===== src/rtl/keypad_entry.sv =====
// Keypad digit entry for a cooking timer: shifts BCD digits in per key press
// and hands them to the timer counters with a one-cycle active-low load strobe.
module keypad_entry (
  input  logic       clock,
  input  logic       clr,
  input  logic [9:0] key,
  input  logic       enable,
  input  logic       start,
  output logic [3:0] mins,
  output logic [3:0] tens,
  output logic [3:0] ones,
  output logic       loadn,
  output logic       err,
  output logic [1:0] count
);

  typedef enum logic [1:0] {IDLE, HELD, LOAD} state_t;

  state_t     state_reg, state_next;
  logic [3:0] mins_reg, mins_next;
  logic [3:0] tens_reg, tens_next;
  logic [3:0] ones_reg, ones_next;
  logic [1:0] count_reg, count_next;
  logic       loadn_reg, loadn_next;
  logic       err_reg, err_next;

  logic [3:0] key_idx;
  logic [3:0] key_pop;

  // Index of the highest pressed key and number of keys pressed; the index is
  // only used when exactly one key is down, so it is always a legal digit.
  always_comb begin
    key_idx = 4'd0;
    key_pop = 4'd0;
    for (int i = 0; i < 10; i++) begin
      if (key[i]) begin
        key_idx = 4'(i);
        key_pop = key_pop + 4'd1;
      end
    end
  end

  always_comb begin
    state_next = state_reg;
    mins_next  = mins_reg;
    tens_next  = tens_reg;
    ones_next  = ones_reg;
    count_next = count_reg;
    loadn_next = 1'b1;
    err_next   = 1'b0;
    case (state_reg)
      IDLE: begin
        if (key != 10'd0) begin
          state_next = HELD;
          if (enable && key_pop == 4'd1) begin
            mins_next  = tens_reg;
            tens_next  = ones_reg;
            ones_next  = key_idx;
            count_next = (count_reg == 2'd3) ? 2'd3 : count_reg + 2'd1;
          end
        end else if (start && enable && count_reg != 2'd0) begin
          // A seconds-tens digit above 5 is not a valid time.
          if (tens_reg <= 4'd5) begin
            state_next = LOAD;
            loadn_next = 1'b0;
          end else begin
            err_next = 1'b1;
          end
        end
      end
      HELD: begin
        if (key == 10'd0) state_next = IDLE;
      end
      LOAD: begin
        mins_next  = 4'd0;
        tens_next  = 4'd0;
        ones_next  = 4'd0;
        count_next = 2'd0;
        state_next = (key != 10'd0) ? HELD : IDLE;
      end
      default: state_next = IDLE;
    endcase
  end

  always_ff @(posedge clock) begin
    if (clr) begin
      state_reg <= IDLE;
      mins_reg  <= 4'd0;
      tens_reg  <= 4'd0;
      ones_reg  <= 4'd0;
      count_reg <= 2'd0;
      loadn_reg <= 1'b1;
      err_reg   <= 1'b0;
    end else begin
      state_reg <= state_next;
      mins_reg  <= mins_next;
      tens_reg  <= tens_next;
      ones_reg  <= ones_next;
      count_reg <= count_next;
      loadn_reg <= loadn_next;
      err_reg   <= err_next;
    end
  end

  assign mins  = mins_reg;
  assign tens  = tens_reg;
  assign ones  = ones_reg;
  assign count = count_reg;
  assign loadn = loadn_reg;
  assign err   = err_reg;

endmodule


===== config.mk =====
export PLATFORM = sky130hd
export DESIGN_NAME = keypad_entry
export DESIGN_NICKNAME = d
export VERILOG_FILES = /design/src/rtl/keypad_entry.sv
export SDC_FILE = /design/constraint.sdc
export NUM_CORES = 1
export LEC_CHECK = 0
export ABC_AREA = 1
export CORE_AREA = 2 2 62 64
export DETAILED_ROUTE_END_ITERATION = 6
export DIE_AREA = 0 0 64 66
export PLACE_DENSITY = 0.74
export SLEW_MARGIN = 10
export SYNTH_ARGS = -nofsm -noshare
export SYNTH_HDL_FRONTEND = slang
export SYNTH_SLANG_ARGS = --single-unit

===== constraint.sdc =====
create_clock -name clock -period 14.8 [get_ports clock]
set_input_delay 2.96 -clock clock [delete_from_list [all_inputs] [get_ports clock]]
set_output_delay 2.96 -clock clock [all_outputs]
set_load 0.02 [all_outputs]

==> results of run 1 <==
-- final timing paths --
kind                              from                        end  slack [ps]  depth (start not counted)
max                             key[1]       mins[0]$_SDFFE_PP0P_        6310                         36
min          state_reg[1]$_SDFFE_PP0P_  state_reg[0]$_SDFFE_PP0P_         450                          1
max reg2reg  state_reg[0]$_SDFFE_PP0P_       mins[0]$_SDFFE_PP0P_       13410                         11
min reg2reg  state_reg[1]$_SDFFE_PP0P_  state_reg[0]$_SDFFE_PP0P_         450                          1
-- synthesized netlist by cell type --
master    number  area [um2]
a211oi_1       1        7.51
a21oi_1        7        35.0
buf_6          1        11.3
dfxtp_1       18         360
ha_1          10         125
inv_1         39         146
inv_2          5        18.8
nand2_1       59         221
nand2_2       17         106
nand2_4        7        78.8
nand3_1       23         115
nand3_2       10         100
nand3_4        3        52.6
nand4_1        5        31.3
nor2_1        34         128
nor2_2         1        6.26
nor2_4         1        11.3
nor3_1         2        10.0
o21ai_0        7        35.0
o21ai_1        6        30.0
o21ai_2        1        8.76
o311ai_0       1        8.76
or2_1          1        6.26
or2_2          6        37.5
-- cell families (layout without fill, tap and decap cells) --
family,after synthesis,count (layout),share of synthesized area
flip-flops,18,18,0.213
AND/OR/NAND/NOR,169,169,0.535
buffers and inverters,45,77,0.104
adder cells (fa/ha/maj),10,10,0.0740
AO/OA/AOI/OAI,23,23,0.0740
-- placed cells by master (no fill, tap or decap), drive strengths merged --
cell / n
inv: 44
nand4: 5
nor2: 36
clkbuf: 4
nand2: 83
or2: 7
nor3: 2
dfxtp: 18
nand3: 36
o311ai: 1
a21oi: 7
a211oi: 1
clkdlybuf4s50: 29
o21ai: 14
ha: 10
-- power by group through the flow --
stage               Sequential (mW)  Combinational, mW  Clock [mW]
floorplan                    0.0581             0.0609           0
CTS                          0.0537             0.0849      0.0304
global route                 0.0542             0.0963      0.0328
global placement             0.0547             0.0831           0
finish                       0.0537             0.0841      0.0297
detailed placement           0.0548             0.0846           0
-- through the flow --
stage	instance area, um2	util	power (mW)
after floorplan	1690	-	0.119
after global placement	2030	0.572	0.138
after detailed placement	2030	0.572	0.139
after CTS	2070	0.582	0.169
after global routing	2070	0.582	0.183
final	2070	0.582	0.167
-- per-layer routing --
metal	wire [um]	global-route usage
met5	0	0
met4	22	0.0489
met3	104	0.0153
met2	1560	0.290
met1	1600	0.216
-- layout make-up --
class,count,area [um2]
Clock buffer,4,36.3
Fill cell,349,1480
Inverter,44,165
Multi-Input combinational cell,202,1150
Sequential cell,18,360
Tap cell,48,60.1
Timing Repair Buffer,29,290
-- critical path: cells and delay by family --
kind | cells | cell delay (ps)
compound gates | 1 | 60
buf+inv | 7 | 830
fa+ha+maj | 8 | 2210
simple gates | 20 | 2650
==> results by group, run 1 <==
Die
  – Starting Density: 0.476
  – Placement row count: 22
  – Die footprint: between 0.004 and 0.005 mm2
  – Die H: 66 um
  – Ports: 30
  – Width of the chip: about 64 um
  – Total core area: 0.00355 mm2

STA
  – Hold_ws: 450 ps
  – Setup slack of the critical path after layout: 6310 ps
  – Final hold violation count: 0
  – Ratio of final minimum period to clock period: 0.573
  – Maximum operating frequency: 118 MHz
  – Accumulated negative setup slack: 0 ps
  – Max-slew violation count: 0
  – Unrepaired setup endpoints after global routing: no
  – Post-route clock skew: 1.60 ps
  – Worst relative slew slack: 0.647
  – Final critical-path required period: about 8500 ps
  – Setup violations, final: 0
  – Actual transition at the worst max-transition pin: 527 ps

GRT
  – Tot GR Track Use: 0.166
  – Initial antenna violation count: 0
  – Total congestion overflow: 0
  – Maximum number of pins on one net before global-route repair: 16
  – Vias in the first global route: 1398
  – First-pass GRT wire length: 5750 um

Worst setup path
  – Most used cell along the critical path: nand2_1
  – Required time of the critical path: around 15000 ps
  – Capturing element type of the critical path: flip-flop
  – Maximum fanout encountered on the critical timing path: 15
  – Setup Crit Path Kind: in2reg
  – Cell at the slowest stage of the critical path: clkdlybuf4s50_1
  – Arrival @ worst endpoint: 8720 ps
  – Maximum single-stage delay on the critical path: about 480 ps
  – Category of the worst setup path launch point: input pin

Detailed routing
  – Ratio of routed vias to standard cells: 4.73
  – Drt drc: 0
  – WL per Instance: 9.52 um
  – Antenna Nets Post-Route: 0
  – Violation count after the first detailed-routing iteration: 72
  – Total detailed-routing wirelength: 3290 um
  – First-pass DRT Iterations: 4
  – Overall via count from detail_route: 1632

CTS
  – Number of buffers created by CTS: 3
  – Later-pin clock latency in the skew report: 290 ps
  – Maximum level of the CTS H-tree: 1
  – # clock sinks: 18
  – Clk root buf: clkbuf_4
  – Max clock buf depth: 2
  – Clock tree from TritonCTS: built
  – CTS Hold Bufs: 0
  – Number of gates resized after CTS: 0
  – Clk pin slew, worst setup/hold paths: 100 ps
  – Post-CTS setup-driven buffer insertion count: 0

Placed design
  – Buffers on Ports: 29
  – Placed Cells: 341
  – Routability congestion estimate: 0.815
  – DP Worst Slack: 6000 ps
  – Detailed placement HPWL: 2790 um

Power
  – Leakage power of the design: 1.05 nW
  – Combinational share of power: 0.502
  – Cell Pwr Density: 81.0 mW/mm2
  – Clock network power share: 0.177
  – P_sw: 0.0671 mW
  – Switch share: 0.401
  – Cell internal power dissipation: 0.100 mW
  – Peak supply drop: around 0.000031 V
  – Sequential share of power: 0.321

Cells and area
  – Ratio of cells with drive above 1 in the final layout: 0.185
  – # nets final: 322
  – Final std cells w/o fill: 345
  – Diode count: 0
  – Area growth syn-to-layout: 22.2%

Outcome
  – Status: finished clean

Job
  – Max-cap violations: 0

Synthesis
  – Mapped Area: 0.00169 mm2
  – Mean cell area of the mapped netlist: 6.38 um2
  – Share of the yosys chip area belonging to registers: 0.213
  – Count of mapped cells out of synthesis: 265
  – Register bit count reported by yosys: 18
  – Net count after synthesis: 289
  – Yosys warning total: 0
  – Count of cell types in the netlist: 24

Worst hold path
  – Worst hold-check path type: reg2reg
(Power assumes the default switching activity.)
==> run 2, diff against run 1 <==
Settings changed: CORE_AREA 2 2 62 64 to 2 2 63 65, DIE_AREA 0 0 64 66 to 0 0 65 67.
Clock period 14.8 ns to 6.93 ns, I/O delays scaled along.
==> run 2 against run 1 <==
Against the previous run:
- worst setup slack worse by 5900 ps
- design area up 10%
- worst hold slack improved by 1.4 ps
- count of clock-buffer cells in the layout is the same
- wire length grew 18%
- sequential share of layout area decreased by 1.6 points
- die area up 3.1%
- critical path depth down 1
- via count increased by 7.9%
==> results by group, run 2 (synthesis gave the netlist of run 1 again) <==
Detailed routing
  – First-pass DRT Iterations: 6 (was 4)
  – Total detailed-routing wirelength: 3880 um (was 3290 um)
  – WL per Instance: 10.7 um (was 9.52 um)
  – Drt drc: 0 (unchanged)
  – Antenna Nets Post-Route: 0 (unchanged)
  – Ratio of routed vias to standard cells: 4.88 (was 4.73)
  – Overall via count from detail_route: 1761 (was 1632)
  – Violation count after the first detailed-routing iteration: 91 (was 72)

Power
  – Peak supply drop: 0.000102 V (was 0.0000312 V)
  – Total design power: 0.410 mW (was 0.167 mW)
  – Leakage power of the design: 1.16 nW (was 1.05 nW)
  – Cell Pwr Density: 180 mW/mm2 (was 81.0 mW/mm2)

Worst setup path
  – Most used cell along the critical path: nand2_1 (unchanged)
  – Required time of the critical path: 7100 ps (was 15030 ps)
  – Worst path buffer plus inverter count: 9 (was 7)
  – Maximum fanout encountered on the critical timing path: 4 (was 15)
  – Category of the worst setup path launch point: input pin (unchanged)
  – Worst R2R Path Depth: 11 (unchanged)
  – Minimum setup slack among reg-to-reg paths: 5510 ps (was 13410 ps)
  – Arrival @ worst endpoint: 6700 ps (was 8720 ps)
  – Delay-heaviest family, CP: simple AND/OR/NAND/NOR gates (unchanged)
  – Setup Crit Path Kind: in2reg (unchanged)
  – Capturing element type of the critical path: flip-flop (unchanged)
  – Worst reg2reg startpoint: state_reg[0]$_SDFFE_PP0P_ (unchanged)
  – Maximum single-stage delay on the critical path: 470 ps (was 480 ps)
  – Reg2Reg Capture Point: ones[2]$_SDFFE_PP0P_ (was mins[0]$_SDFFE_PP0P_)
  – Cell at the slowest stage of the critical path: clkdlybuf4s50_1 (unchanged)

CTS
  – Clk root buf: clkbuf_8 (was clkbuf_4)
  – Number of buffers created by CTS: 3 (unchanged)
  – Later-pin clock latency in the skew report: 250 ps (was 290 ps)
  – Clock tree from TritonCTS: built (unchanged)
  – Clk pin slew, worst setup/hold paths: 60 ps (was 100 ps)
  – # clock sinks: 18 (unchanged)
  – Max clock buf depth: 2 (unchanged)
  – CTS Hold Bufs: 0 (unchanged)
  – Maximum level of the CTS H-tree: 1 (unchanged)

Worst hold path
  – Hold worst-path end: state_reg[0]$_SDFFE_PP0P_ (unchanged)
  – HP Start: state_reg[1]$_SDFFE_PP0P_ (unchanged)
  – Worst hold-check path type: reg2reg (unchanged)
  – Worst hold stages: 1 (unchanged)

Cells and area
  – # nets final: 338 (was 322)
  – Leading cell type in the layout, fill and taps excluded: nand2_1 (unchanged)
  – Final std cells w/o fill: 361 (was 345)
  – Area growth syn-to-layout: 34.4% (was 22.2%)
  – Leading cell types in the layout, fill and taps excluded: 57 x nand2_1, 37 x inv_1, 34 x nor2_1 (was 59 x nand2_1, 39 x inv_1, 34 x nor2_1)
  – Diode count: 0 (unchanged)
  – Ratio of cells with drive above 1 in the final layout: 0.243 (was 0.185)
  – Number of fillers in the final layout: 345 (was 349)

STA
  – Accumulated negative setup slack: 0 ps (unchanged)
  – Post-route clock skew: 4.59 ps (was 1.60 ps)
  – Actual transition at the worst max-transition pin: 572 ps (was 527 ps)
  – Max-slew violation count: 0 (unchanged)
  – Unrepaired setup endpoints after global routing: no (unchanged)
  – Worst relative slew slack: 0.617 (was 0.647)
  – Ratio of final minimum period to clock period: 0.941
  – Setup slack of the critical path after layout: 407 ps (was 6310 ps)
  – Final critical-path required period: 6520 ps
  – Maximum operating frequency: approximately 150 MHz
  – Setup violations, final: 0 (unchanged)
  – Final hold violation count: 0 (unchanged)

Placed design
  – Buffers on Ports: 29 (unchanged)
  – Detailed placement HPWL: 2940 um (was 2790 um)
  – DP Worst Slack: -144 ps (was 6000 ps)
  – Placed Cells: 352 (was 341)
  – Routability congestion estimate: 0.830 (was 0.815)

Die
  – Total core area: 0.00361 mm2 (was 0.00355 mm2)
  – Placement row count: 22 (unchanged)
  – Die H: 67 um (was 66 um)
  – Width of the chip: 65 um (was 64 um)
  – Starting Density: 0.469 (was 0.476)
  – Ports: 30 (unchanged)
  – Die footprint: 0.00436 mm2 (was 0.00422 mm2)

GRT
  – Total congestion overflow: 0 (unchanged)
  – Initial antenna violation count: 0 (unchanged)
  – First-pass GRT wire length: 6110 um (was 5750 um)
  – Vias in the first global route: 1560 (was 1398)
  – Tot GR Track Use: 0.171 (was 0.166)
  – Maximum number of pins on one net before global-route repair: 16 (unchanged)

Outcome
  – Status: finished clean (unchanged)

Job
  – Max-cap violations: 0 (unchanged)
==> run 2: changes by cell type in the layout (fill, tap and decap cells not counted), moves of 3 or more <==
cell / delta
buf_4: +11
clkbuf_4: -3
clkbuf_8: +3
o21ai_0: -3
o21ai_1: +3
==> run 2: per-stage QoR <==
stage,utilization,cell area [um2],hold slack [ps]
after floorplan,-,1690,410
final,0.630,2270,452
after global routing,0.630,2270,472
after detailed placement,0.586,2110,448
after global placement,0.586,2110,434
after CTS,0.601,2170,460
==> run 2: layout make-up <==
type / count / area [um2] / area share
clock buffers: 4 / 55.1 / 0.0242
flip-flops and latches: 18 / 360 / 0.159
inverters: 44 / 165 / 0.0726
repair buffers: 42 / 409 / 0.180
multi-input cells: 205 / 1220 / 0.538
well taps: 48 / 60.1 / 0.0264
==> run 2: how the worst max path moves through the flow <==
stage,cells past startpoint,from,end,slack (ps)
CTS,36,key[0],mins[2]$_SDFFE_PP0P_,80
global route,35,key[2],tens[2]$_SDFFE_PP0P_,50
finish,35,key[2],ones[2]$_SDFFE_PP0P_,410
detailed placement,36,key[0],mins[2]$_SDFFE_PP0P_,-140
floorplan,35,key[1],mins[1]$_SDFFE_PP0P_,530
global placement,35,key[0],ones[3]$_SDFFE_PP0P_,-30
==> run 2: what timing repair did <==
| action | in CTS | in global routing |
|---|---|---|
| setup buffers | 0 | 2 |
| gates resized for setup | 0 | 13 |
| endpoints found under the setup margin | 0 | 14 |
==> run 2: power by group <==
part           total [mW]  internal, mW  leakage (nW)  switching [mW]
Clock              0.0834        0.0503        0.0288          0.0331
Sequential          0.115         0.110         0.146         0.00509
Combinational       0.211        0.0883         0.982           0.123
Total               0.410         0.249          1.16           0.161
==> run 2: per-layer routing <==
layer / up-vias / global-route usage / part of all wire
li1: 943 / - / -
met1: 777 / 0.206 / 0.46
met2: 35 / 0.326 / 0.50
met3: 6 / 0.0118 / 0.029
met4: 0 / 0.0426 / 0.014
met5: - / 0 / 0
